File: src/rtl/serial_addsub_pkg.sv
// serial_addsub_pkg: FSM state encodings and default operand width for serial_addsub
package serial_addsub_pkg;
    typedef enum logic [1:0] {
        ST_IDLE = 2'd0,
        ST_RUN  = 2'd1,
        ST_DONE = 2'd2
    } state_t;
    localparam int DEFAULT_WIDTH = 32;
endpackage

File: src/rtl/serial_addsub_full_adder.sv
// full_adder: single-bit full adder slice
//   Ai, Bi, Cini : addend bits and carry in
//   Di, Couti    : sum bit and carry out
module full_adder (
    input  logic Ai,
    input  logic Bi,
    input  logic Cini,
    output logic Di,
    output logic Couti
);
    assign Di    = Ai ^ Bi ^ Cini;
    assign Couti = (Ai & Bi) | (Cini & (Ai ^ Bi));
endmodule

File: src/rtl/serial_addsub.sv
// serial_addsub: bit-serial WIDTH-bit adder/subtractor, one full_adder slice over WIDTH cycles
//   clk, rst     : clock, synchronous active-high reset
//   start        : request, sampled only in IDLE, together with sub/A/B
//   sub          : 0 = A+B, 1 = A-B (computed as A + ~B + 1)
//   A, B         : operands
//   busy         : high in RUN and DONE
//   done         : one-cycle pulse, D/Cout/Ovf valid
//   D, Cout, Ovf : result, carry out of MSB, signed overflow
//   SERIAL_ADDSUB_OVF_EN : when defined, Ovf is computed; otherwise Ovf is tied 0
module serial_addsub
    import serial_addsub_pkg::*;
#(
    parameter int WIDTH = DEFAULT_WIDTH
) (
    input  logic             clk,
    input  logic             rst,
    input  logic             start,
    input  logic             sub,
    input  logic [WIDTH-1:0] A,
    input  logic [WIDTH-1:0] B,
    output logic             busy,
    output logic             done,
    output logic [WIDTH-1:0] D,
    output logic             Cout,
    output logic             Ovf
);
    localparam int CW = $clog2(WIDTH) + 1;

    state_t           state, state_next;
    logic [CW-1:0]    cnt;
    logic [WIDTH-1:0] a_sr, b_sr;
    // Only the upper WIDTH-1 result bits are kept; the final bit joins them on the last edge.
    logic [WIDTH-2:0] d_sr;
    logic             carry, di, co, last;

    full_adder u_fa (
        .Ai   (a_sr[0]),
        .Bi   (b_sr[0]),
        .Cini (carry),
        .Di   (di),
        .Couti(co)
    );

    assign last = cnt == CW'(WIDTH - 1);
    assign busy = state != ST_IDLE;
    assign done = state == ST_DONE;

    always_ff @(posedge clk)
        state <= rst ? ST_IDLE : state_next;

    always_comb begin
        state_next = state;
        state_next = (state == ST_IDLE) ? (start ? ST_RUN : ST_IDLE) :
                     (state == ST_RUN)  ? (last ? ST_DONE : ST_RUN)  : ST_IDLE;
    end

    always_ff @(posedge clk) begin
        if (rst) begin
            a_sr  <= '0;
            b_sr  <= '0;
            d_sr  <= '0;
            carry <= 1'b0;
            cnt   <= '0;
            D     <= '0;
            Cout  <= 1'b0;
        end else if (state == ST_IDLE && start) begin
            a_sr  <= A;
            b_sr  <= sub ? ~B : B;
            carry <= sub;
            cnt   <= '0;
        end else if (state == ST_RUN) begin
            a_sr  <= a_sr >> 1;
            b_sr  <= b_sr >> 1;
            d_sr  <= (WIDTH-1)'({di, d_sr} >> 1);
            carry <= co;
            cnt   <= cnt + CW'(1);
            if (last) begin
                D    <= {di, d_sr};
                Cout <= co;
            end
        end
    end

`ifdef SERIAL_ADDSUB_OVF_EN
    // On the last RUN edge the carry register holds the carry into the MSB slice.
    logic ovf_q;
    always_ff @(posedge clk)
        ovf_q <= rst ? 1'b0 : (state == ST_RUN && last) ? (carry ^ co) : ovf_q;
    assign Ovf = ovf_q;
`else
    assign Ovf = 1'b0;
`endif
endmodule

File: config.mk
export PLATFORM = sky130hd
export DESIGN_NAME = serial_addsub
export DESIGN_NICKNAME = d
export VERILOG_FILES = /design/src/rtl/serial_addsub_pkg.sv /design/src/rtl/serial_addsub_full_adder.sv /design/src/rtl/serial_addsub.sv
export SDC_FILE = /design/constraint.sdc
export NUM_CORES = 1
export LEC_CHECK = 0
export CAP_MARGIN = 40
export CORE_MARGIN = 2
export CORE_UTILIZATION = 57
export DETAILED_ROUTE_END_ITERATION = 6
export GPL_TIMING_DRIVEN = 0
export PLACE_DENSITY = 0.85
export SYNTH_ARGS = -nofsm -noshare
export SYNTH_HDL_FRONTEND = slang
export SYNTH_SLANG_ARGS = --single-unit
File: constraint.sdc
create_clock -name clk -period 2.8 [get_ports clk]
set_clock_uncertainty 0.1 [all_clocks]
set_input_delay 0.28 -clock clk [delete_from_list [all_inputs] [get_ports clk]]
set_output_delay 0.28 -clock clk [all_outputs]
set_load 0.005 [all_outputs]
==> impl_metrics.tcl <==
set metrics [dict create \
    cts_hold_buf 0 \
    cp_max_fo 10 \
    maxSlewHeadroom_pct 63.24 \
    die_width_um 106.2 \
    io_pins 104 \
    drtPass1Iterations 5 \
    vias 5066 \
    synth_top_cell_by_area "dfxtp_1" \
    insertedDiodeCount 0 \
    ant_nets 0 \
    port_buffers 100 \
    setup_violations 0 \
    async_flop_share_pct 0 \
    grt_pass1_vias 4943 \
    ys_seq_elements 137 \
    ys_seq_area_share_pct 46.08 \
    fin_nets 840 \
    period_share_pct 90.98 \
    route.detailed.drc 0 \
    critical_path.top_delay_family "buffers and inverters" \
    drt-wirelength-per-cell_um 14.92 \
    synth_flop_cell "dfxtp_1" \
    status "finished, final reports clean" \
    cp_slowest_stage_delay_ns 0.47 \
    hp-class "in -> reg" \
    cts_resized 0 \
    start_kind "flop" \
    grt_setup_unrepaired "false" \
    gp_congestion 0.7996 \
    grt_max_degree 17 \
    dr_wl_met2_um 6843 \
    post_cts_buffers 0 \
    crit_path_cell_trace "buf_2, inv_1, clkbuf_1, nand2_1, clkdlybuf4s50_1" \
    vdd_ir_drop_max_v 0.0004446 \
    worstSetupEndpointType "primary output" \
    area_growth_pct 28.97 \
    finalHoldViolCount 0 \
    fmaxAchievable_mhz 392.5 \
    drt_iter0_drc 228 \
    syn_inst 651 \
    clk_latency_ns 0.52 \
    period_minus_slack_ns 2.547 \
    synth_area_leaders "dfxtp_1 (46%), nand2b_1 (7.1%), nor2_1 (5.9%), mux2i_1 (5.5%), xnor2_1 (4.7%)" \
    finalPower_mw 4.657 \
    htree_levels 4 \
    wl_met3_um 595 \
    dr.max_layer_used "met4" \
    cts_root_buf "clkbuf_8" \
    yosysWarnings 0 \
    cts_sinks 137 \
    timing.final.max_slew_violations 0 \
    worst_slew_pin_slew_ns 0.5514 \
    synth.most_common_cell "dfxtp_1" \
    m1WireLength_um 5999 \
    crit_slowest_cell "clkdlybuf4s50_1" \
    synth_area_sq_um 5952 \
    synth-edff-count 0 \
    drive_above_1_share_pct 10.60 \
    overflow 0 \
    syn_area_per_cell_sq_um 9.143 \
    p_leak_nw 2.681 \
    worst-setup-path-type "reg -> out" \
    track_usage_pct 24.89 \
    start_util_pct 58.18 \
    maxCapViolations 0 \
    finalNonFillerCells 919 \
    finalSetupTns_ns 0 \
    grt_antenna_before_repair 0 \
    netlist.area_leader.share_pct 46.08 \
    fin_hold_ws_ns 0.2099 \
    core_sq_um 10230 \
    numCtsBuffers 17 \
    cts_tree "yes" \
    rows 37 \
    grt_first_pass_wirelength_um 22940 \
    powerDensity_nw_per_um2 606.7 \
    synth_cell_type_count 40 \
    clockBufferDepth 2 \
    avgViaCountPerCell 5.513 \
    synth_commonest_cells "dfxtp_1 (137), nor2_1 (93), nand2b_1 (68)" \
    die_y_um 106.2 \
    routed_wl_um 13710 \
    hpwl_um 9493 \
    clkTransAtPathRegs_ns 0.07 \
    dp_cells 887 \
    required_ns 2.42 \
    synth_nets 721 \
    die-area_sq_um 11280 \
    cp_num_buf_inv 4 \
    cp_data_arrival_time_ns 2.17 \
]
[placed cells by master (no fill, tap or decap), types with 3 or more instances in the layout]
cell / instances
clkbuf_1: 28
clkinvlp_4: 4
buf_2: 20
clkdlybuf4s50_1: 100
dfxtp_1: 137
clkbuf_16: 16
nand2_1: 67
nand2b_1: 68
o22ai_1: 7
a21oi_1: 35
a211oi_1: 32
buf_1: 3
inv_6: 6
xnor2_1: 32
nor2_1: 93
buf_6: 8
mux2i_1: 33
o2bb2ai_1: 25
inv_8: 3
a221o_1: 15
a221o_2: 16
[registers in the layout, summed over array words and instances, names as in the netlist]
signal  flops
Cout        1
D          32
a_sr       32
b_sr       32
carry       1
cnt         6
d_sr       31
state       2
[layer usage]
layer / up-vias / global-route usage (%)
met1: 2417 / 31.23
met5: - / 0
met2: 134 / 41.85
met4: 0 / 9.774
li1: 2483 / -
met3: 32 / 5.273
[path summary, 6_finish.rpt]
path | start | end | slack (ns) | cells after the start
setup / recovery | state[0]$_SDFF_PP0_ | busy | 0.25 | 5
hold reg to reg | d_sr[0]$_SDFFE_PP0P_ | d_sr[0]$_SDFFE_PP0P_ | 0.36 | 2
hold / removal | sub | b_sr[0]$_SDFFE_PP0P_ | 0.21 | 4
setup reg to reg | cnt[0]$_SDFFE_PP0P_ | D[29]$_SDFFE_PP0P_ | 0.97 | 5
[stage by stage]
step	instance area (sq um)	setup WS, ns	util [%]
2_1_floorplan	5952	1.232	-
3_3_place_gp	7123	0.6976	69.62
3_5_place_dp	7123	0.6118	69.62
4_1_cts	7676	0.2408	75.03
5_1_grt	7676	0.08874	75.03
6_report	7676	0.2525	75.03
[where the power goes]
| part | internal, mW | switching (mW) |
|---|---|---|
| sequential | 2.03 | 0.0515 |
| combinational | 0.247 | 0.231 |
| clock | 1.15 | 0.947 |
| total | 3.43 | 1.23 |
[logic make-up (layout without fill, tap and decap cells)]
family	after synthesis	in the layout	synth area share [%]
DFF	137	137	46.08
adders and majority gates	2	2	0.5465
muxes	33	33	5.550
AOI/OAI and AO/OA	138	138	17.93
buffers and inverters	63	195	5.466
other	1	1	0.06300
and+or+nand+nor	243	243	19.36
xor gates and xnor gates	34	34	5.003
[worst min-delay path: stages]
cell,delay (ns)
clkbuf_1,0.17
xnor2_1,0.17
nor2_1,0.08
a221o_1,0.10
[layout make-up]
class                           count  area [sq um]
Multi-Input combinational cell    451          2884
Timing Repair Buffer              100          1001
Tap cell                          136         170.2
Buffer                             60         314.1
Inverter                            3         11.26
Clock buffer                       18         427.9
Sequential cell                   137          2743
Clock inverter                     14         125.1
Fill cell                         715          2555
Power figures use the tool's default switching activity.
